File: src/rtl/tis_node.sv
// tis_node: stored-program execution node for the tiscomp fabric.
//
// Runs up to PROG_DEPTH 20-bit instructions from the flat 'prog' bus. It has
// a saturating ACC and a BAK register, and four valid/ready ports
// (0=UP 1=DOWN 2=LEFT 3=RIGHT) in each direction.
//
// Ports:
//   clk, rst_n           clock, asynchronous active-low reset
//   prog                 flat program, slot i = prog[20*i +: 20]
//   p_len                active program length (0 = node idle)
//   in_data/in_valid     per-port input data and valid
//   in_ready             per-port input ready (at most one bit high)
//   out_data/out_valid   per-port output data and valid
//   out_ready            per-port output ready
//   pc, acc, bak         architectural state
//   stall_cnt            blocked-cycle counter (only with TIS_STALL_CNT_EN)
//   halted               HCF executed
//
// Optional build macro: TIS_STALL_CNT_EN adds the 16-bit stall_cnt output.

// One output port register. The value is loaded when a port-destination MOV
// issues, and valid is cleared when the neighbour accepts it.
module tis_oport #(
    parameter int DATA_W = 11
) (
    input  logic              clk,
    input  logic              rst_n,
    input  logic              load_i,
    input  logic [DATA_W-1:0] data_i,
    input  logic              done_i,
    output logic [DATA_W-1:0] data_o,
    output logic              valid_o
);
    logic [DATA_W-1:0] data_q;
    logic              valid_q;

    always_ff @(posedge clk or negedge rst_n) begin
        if (!rst_n) begin
            data_q  <= '0;
            valid_q <= 1'b0;
        end else if (load_i) begin
            data_q  <= data_i;
            valid_q <= 1'b1;
        end else if (done_i) begin
            valid_q <= 1'b0;
        end
    end

    assign data_o  = data_q;
    assign valid_o = valid_q;
endmodule

module tis_node #(
    parameter int  PROG_DEPTH = 15,
    parameter int  DATA_W     = 11,
    parameter int  SAT_MAX    = 999,
    localparam int PC_W       = $clog2(PROG_DEPTH)
) (
    input  logic                     clk,
    input  logic                     rst_n,
    input  logic [PROG_DEPTH*20-1:0] prog,
    input  logic [PC_W:0]            p_len,
    input  logic [4*DATA_W-1:0]      in_data,
    input  logic [3:0]               in_valid,
    output logic [3:0]               in_ready,
    output logic [4*DATA_W-1:0]      out_data,
    output logic [3:0]               out_valid,
    input  logic [3:0]               out_ready,
    output logic [PC_W-1:0]          pc,
    output logic [DATA_W-1:0]        acc,
    output logic [DATA_W-1:0]        bak,
`ifdef TIS_STALL_CNT_EN
    output logic [15:0]              stall_cnt,
`endif
    output logic                     halted
);
    typedef enum logic [1:0] {S_RUN, S_WRITE, S_HALT} state_e;

    localparam logic [2:0] OP_MOV  = 3'd1;
    localparam logic [2:0] OP_ADD  = 3'd2;
    localparam logic [2:0] OP_SUB  = 3'd3;
    localparam logic [2:0] OP_JMP  = 3'd4;
    localparam logic [2:0] OP_JRO  = 3'd5;
    localparam logic [2:0] OP_MISC = 3'd6;

    localparam logic signed [DATA_W:0] SMAX = (DATA_W+1)'(SAT_MAX);

    state_e                   state_q, state_d;
    logic [PC_W-1:0]          pc_q, pc_d;
    logic signed [DATA_W-1:0] acc_q, acc_d, bak_q, bak_d;
    logic [1:0]               wport_q, wport_d;

    logic [3:0][DATA_W-1:0]   in_arr, out_arr;
    logic [3:0]               ld, wdone;

    assign in_arr   = in_data;
    assign out_data = out_arr;

    // Instruction fetch; slots past PROG_DEPTH read as NOP.
    logic [19:0] ins;
    always_comb begin
        ins = '0;
        if (32'(pc_q) < PROG_DEPTH) ins = prog[32'(pc_q)*20 +: 20];
    end

    logic [2:0]  op, dst;
    logic        imm;
    logic [12:0] src;
    assign op  = ins[19:17];
    assign imm = ins[16];
    assign dst = ins[15:13];
    assign src = ins[12:0];

    logic unused;
    assign unused = ^src[12:11];

    logic signed [10:0]       imm11;
    logic signed [DATA_W-1:0] imm_val, src_val;
    assign imm11   = src[10:0];
    assign imm_val = DATA_W'(imm11);

    // Port index = code-2, taken modulo 4 on the low two bits (2..5 -> 0..3).
    logic [1:0] sp, dp;
    assign sp = src[1:0] - 2'd2;
    assign dp = dst[1:0] - 2'd2;

    logic uses_src, port_src, run_ok, fire;
    assign uses_src = (op == OP_MOV) || (op == OP_ADD) || (op == OP_SUB) || (op == OP_JRO);
    assign port_src = uses_src && !imm && (src[2:0] >= 3'd2) && (src[2:0] <= 3'd5);
    assign run_ok   = (state_q == S_RUN) && (p_len != '0);
    assign fire     = run_ok && (!port_src || in_valid[sp]);

    always_comb begin
        src_val = '0;
        if (imm) begin
            src_val = imm_val;
        end else begin
            case (src[2:0])
                3'd0:                   src_val = acc_q;
                3'd2, 3'd3, 3'd4, 3'd5: src_val = in_arr[sp];
                default:                src_val = '0;
            endcase
        end
    end

    always_comb begin
        in_ready = '0;
        if (run_ok && port_src) in_ready[sp] = 1'b1;
    end

    // Sequential successor, wrapping at the end of the active program.
    logic [PC_W:0]   plen_m1;
    logic [PC_W-1:0] pc_seq, jmp_tgt, jro_tgt;
    assign plen_m1 = p_len - 1'b1;
    assign pc_seq  = ({1'b0, pc_q} == plen_m1) ? '0 : pc_q + 1'b1;
    assign jmp_tgt = ({1'b0, src[PC_W-1:0]} >= p_len) ? plen_m1[PC_W-1:0] : src[PC_W-1:0];

    logic signed [DATA_W+1:0] jro_sum;
    assign jro_sum = $signed({{(DATA_W+1-PC_W){1'b0}}, pc_q}) + (DATA_W+2)'(src_val);
    always_comb begin
        if (jro_sum < 0)
            jro_tgt = '0;
        else if (jro_sum >= $signed((DATA_W+2)'(p_len)))
            jro_tgt = plen_m1[PC_W-1:0];
        else
            jro_tgt = jro_sum[PC_W-1:0];
    end

    function automatic logic signed [DATA_W-1:0] sat(input logic signed [DATA_W:0] v);
        if (v > SMAX)       return SMAX[DATA_W-1:0];
        else if (v < -SMAX) return DATA_W'(-SMAX);
        else                return v[DATA_W-1:0];
    endfunction

    // Sum taken one bit wider than the operands so it cannot wrap before clamping.
    logic signed [DATA_W:0] alu_sum;
    assign alu_sum = (op == OP_SUB) ? (DATA_W+1)'(acc_q) - (DATA_W+1)'(src_val)
                                    : (DATA_W+1)'(acc_q) + (DATA_W+1)'(src_val);

    logic take;
    always_comb begin
        case (dst)
            3'd0:    take = 1'b1;
            3'd1:    take = (acc_q == 0);
            3'd2:    take = (acc_q != 0);
            3'd3:    take = (acc_q > 0);
            3'd4:    take = (acc_q < 0);
            default: take = 1'b0;
        endcase
    end

    always_comb begin
        state_d = state_q;
        pc_d    = pc_q;
        acc_d   = acc_q;
        bak_d   = bak_q;
        wport_d = wport_q;
        ld      = '0;
        wdone   = '0;
        case (state_q)
            S_RUN: begin
                if (fire) begin
                    pc_d = pc_seq;
                    case (op)
                        OP_MOV: begin
                            case (dst)
                                3'd0: acc_d = sat((DATA_W+1)'(src_val));
                                3'd2, 3'd3, 3'd4, 3'd5: begin
                                    // pc holds until the neighbour takes the word
                                    ld[dp]  = 1'b1;
                                    wport_d = dp;
                                    state_d = S_WRITE;
                                    pc_d    = pc_q;
                                end
                                default: ;
                            endcase
                        end
                        OP_ADD, OP_SUB: acc_d = sat(alu_sum);
                        OP_JMP: if (take) pc_d = jmp_tgt;
                        OP_JRO: pc_d = jro_tgt;
                        OP_MISC: begin
                            case (dst)
                                3'd0: begin
                                    acc_d = bak_q;
                                    bak_d = acc_q;
                                end
                                3'd1: bak_d = acc_q;
                                3'd2: acc_d = -acc_q;
                                3'd3: begin
                                    state_d = S_HALT;
                                    pc_d    = pc_q;
                                end
                                default: ;
                            endcase
                        end
                        default: ;
                    endcase
                end
            end
            S_WRITE: begin
                if (out_ready[wport_q]) begin
                    wdone[wport_q] = 1'b1;
                    pc_d           = pc_seq;
                    state_d        = S_RUN;
                end
            end
            default: ;
        endcase
    end

    always_ff @(posedge clk or negedge rst_n) begin
        if (!rst_n) begin
            state_q <= S_RUN;
            pc_q    <= '0;
            acc_q   <= '0;
            bak_q   <= '0;
            wport_q <= '0;
        end else begin
            state_q <= state_d;
            pc_q    <= pc_d;
            acc_q   <= acc_d;
            bak_q   <= bak_d;
            wport_q <= wport_d;
        end
    end

    for (genvar p = 0; p < 4; p++) begin : g_oport
        tis_oport #(.DATA_W(DATA_W)) u_oport (
            .clk     (clk),
            .rst_n   (rst_n),
            .load_i  (ld[p]),
            .data_i  (src_val),
            .done_i  (wdone[p]),
            .data_o  (out_arr[p]),
            .valid_o (out_valid[p])
        );
    end

`ifdef TIS_STALL_CNT_EN
    logic [15:0] stall_q, stall_d;
    logic        blocked;
    assign blocked = (run_ok && port_src && !in_valid[sp]) ||
                     ((state_q == S_WRITE) && !out_ready[wport_q]);
    assign stall_d = (blocked && stall_q != 16'hFFFF) ? stall_q + 16'd1 : stall_q;
    always_ff @(posedge clk or negedge rst_n) begin
        if (!rst_n) stall_q <= '0;
        else        stall_q <= stall_d;
    end
    assign stall_cnt = stall_q;
`endif

    assign pc     = pc_q;
    assign acc    = acc_q;
    assign bak    = bak_q;
    assign halted = (state_q == S_HALT);
endmodule

File: config.mk
export PLATFORM = sky130hd
export DESIGN_NAME = tis_node
export DESIGN_NICKNAME = d
export VERILOG_FILES = /design/src/rtl/tis_node.sv
export SDC_FILE = /design/constraint.sdc
export NUM_CORES = 1
export LEC_CHECK = 0
export ABC_AREA = 1
export BUFFER_PORTS_ARGS = -buffer_cell sky130_fd_sc_hd__buf_2
export CORE_AREA = 2 2 171 173
export CTS_BUF_LIST = sky130_fd_sc_hd__clkbuf_4 sky130_fd_sc_hd__clkbuf_8
export CTS_CLUSTER_DIAMETER = 50
export CTS_CLUSTER_SIZE = 14
export DETAILED_ROUTE_END_ITERATION = 10
export DIE_AREA = 0 0 173 175
export PLACE_DENSITY = 0.57
export SYNTH_ARGS = -nofsm -noshare
export SYNTH_HDL_FRONTEND = slang
export SYNTH_SLANG_ARGS = --single-unit
File: constraint.sdc
create_clock -name clk -period 4.8 [get_ports clk]
set_input_delay 0.48 -clock clk [delete_from_list [all_inputs] [get_ports clk]]
set_output_delay 0.48 -clock clk [all_outputs]
set_load 0.05 [all_outputs]
==> impl_metrics.ini <==
[status]
status = finished with violations
violations = setup timing

[synthesis]
yosys.area.top_type = dfrtp_1
syn_avg_cell_area_sq_um = 6.31
yosys_warnings = 0
synthesis.nets = 1787
synth_ff_type = dfrtp_1
synth.area.top_cells = dfrtp_1 (22%), nand2_1 (16%), o21ai_0 (9.5%)
netlist_area_sq_um = 8820
syn-instance-count = 1397
async_flop_share = 1.00
synth.distinct_cells = 60
ys_seq_area_frac = 0.221
synth_top_area_share = 0.221
ys_ff_latch = 78
synth_edf_count = 0

[detailed_routing]
drt-total-wl_mm = 42.1
ant_nets = 0
dr_total_vias = 11700
viasPerCell = 5.04
remaining_drc_errors = 0
routedWlPerCell_um = 18.2
initialDrtViolationCount = 755
first_pass_iters = 5

[timing]
setup_ws_ns = -0.0762
rsz0062_at_grt = yes
timing.setup.tns_ns = -0.405
min_period_ns = 4.88
finalHoldViolCount = 0
clock_skew_ns = 0.0324
period_share = 1.02
maxSlewViolCount = 0
whs_ns = 0.186
setup_viol = 10
slew_headroom = 0.412
max_freq_ghz = 0.205
tightest_slew_ns = 0.882

[placed_design]
gp_congestion = 0.961
dp_slack_ns = -0.221
port_buffers = 407
dp.final_hpwl_mm = 34.1
placed_cells = 2252
dpl-instance-area_sq_um = 12000

[grt]
grt_use_total = 0.271
grt_pass1_vias = 11300
grt_pass1_wl_mm = 63.8
grt_max_degree = 42
overflow = 0
antenna_found_initial = 10

[finish]
syn_to_final_growth_pct = 48.6
postLayoutCellArea_sq_um = 13100
fin_util = 0.461
fin_cells = 2313
drive_gt1_frac = 0.402
final_nets = 2308

[power]
clkPwrFrac = 0.264
p_sw_frac = 0.370
p_total_mw = 1.93
ir_drop_v = 0.000116
p_leak_nw = 6.77
intPower_mw = 1.22
p_comb_frac = 0.397
p_sw_mw = 0.716
seqPwrFrac = 0.340
p_per_area_nw_per_um2 = 148

[clock_tree]
insertion_delay_ns = 0.40
cts.path.max_buffers = 2
ctsHoldBuffers = 0
numCtsBuffers = 9
cts_sinks = 78
h-tree-depth = 3
clkTransAtPathRegs_ns = 0.11
root_buffer = clkbuf_8
tritoncts = built

[flow_run]
drv_cap = 0

[critical_path]
cp_slowest_cell = dfrtp_2
cpMostUsedCell = nand2_2
cp-start-kind = register
crit_family = simple AND/OR/NAND/NOR gates
required_ns = 5.10
cpPeakStageDelay_ns = 0.51
path_class = reg -> reg
path_buf_inv = 7
arrival_ns = 5.18
critPathMaxFanout = 6
crit_path_end_kind = register

[worst_hold_path]
hp-class = in -> async

[floorplan]
die_w_um = 173
die_area_sq_um = 30300
initial_core_util = 0.311
coreArea_sq_um = 28400
fp.dieH_um = 175
rows = 62
pin_count = 438
[layout make-up]
cell class,count,area (sq um)
inverter,131,519
clock buffer,11,145
clock inverter,5,42.5
multi-input combinational,1113,6320
tap,384,480
antenna,6,15.0
timing repair buffer,585,3620
sequential,78,1960
fill,3089,15300
[Yosys cell counts, types with 12 or more instances]
cell,number
nand4_1,16
nor2_1,166
buf_4,12
buf_6,19
o21ai_0,167
nor3_1,18
dfrtp_1,78
inv_1,104
a221oi_1,18
nand3_1,81
xor2_1,26
clkbuf_1,17
a21oi_1,45
inv_2,23
nand2_2,15
ha_1,29
a22oi_1,17
o21ai_1,13
nand2_1,371
buf_2,24
o211ai_1,34
[kinds of logic (layout without fill, tap and decap cells)]
group | after synthesis | count (layout) | share of synthesized area
compound gates | 347 | 347 | 0.241
xor+xnor | 29 | 29 | 0.0288
fa+ha+maj | 31 | 31 | 0.0457
buf+inv | 207 | 732 | 0.114
flops | 78 | 78 | 0.221
other cells | 0 | 6 | 0
simple gates | 705 | 706 | 0.349
[repair_timing]
| item | in CTS | in global routing |
|---|---|---|
| cloned | 2 | 0 |
| hold endpoints to repair | 0 | 0 |
| endpoints found under the setup margin | 12 | 15 |
| pin swaps | 18 | 58 |
| buffers inserted | 26 | 11 |
| resized for setup | 70 | 67 |
[flip-flops by register name (all words and copies together), names as in the netlist]
register,flops
acc,11
state_q,2
g_oport.u_oport.data_o,44
bak,11
g_oport.u_oport.valid_o,4
pc,4
wport_q,2
[layout by cell type, fill, tap and decap left out, drive strengths merged, types with 2 or more instances in the layout]
master   count
buf        585
nand2      394
o21ai      185
nor2       180
inv        129
nand3       89
dfrtp       78
a21oi       55
o211ai      36
ha          29
xor2        26
nor3        21
a221oi      19
a22oi       17
nand4       16
o2111ai     12
clkbuf      11
clkinv       7
diode        6
o31ai        6
a211oi       3
a31oi        3
xnor2        3
o21a         2
o21bai       2
or2          2
and2         2
fa           2
[layer usage]
layer | GRT usage | routed length, um | vias up
met5 | 0 | 7 | -
met4 | 0.0784 | 992 | 2
met3 | 0.0409 | 3150 | 63
met2 | 0.468 | 20300 | 460
met1 | 0.349 | 17600 | 5410
li1 | - | - | 5730
[final timing paths]
check / from / end / slack, ns / cells after the start
worst max-delay path: pc[0]$_DFFE_PN0P_ / acc[8]$_DFFE_PN0P_ / -0.08 / 37
worst min-delay path: rst_n / g_oport[3].u_oport.valid_o$_DFFE_PN0P_ / 0.19 / 1
worst max register to register: pc[0]$_DFFE_PN0P_ / acc[8]$_DFFE_PN0P_ / -0.08 / 37
worst min register to register: g_oport[3].u_oport.data_o[4]$_DFFE_PN0P_ / g_oport[3].u_oport.data_o[4]$_DFFE_PN0P_ / 0.48 / 2
max in group asynchronous: rst_n / pc[2]$_DFFE_PN0P_ / 3.51 / 2
min in group clk: out_ready[0] / g_oport[0].u_oport.valid_o$_DFFE_PN0P_ / 0.42 / 4
[power by group through the flow]
stage               combinational [mW]  sequential, mW  clock [mW]
floorplan                        0.319           0.670           0
global placement                 0.672           0.670           0
detailed placement               0.675           0.670           0
CTS                              0.725           0.656       0.519
global route                     0.844           0.657       0.550
finish                           0.767           0.657       0.510
No activity file was read; power rests on OpenSTA's default activity.
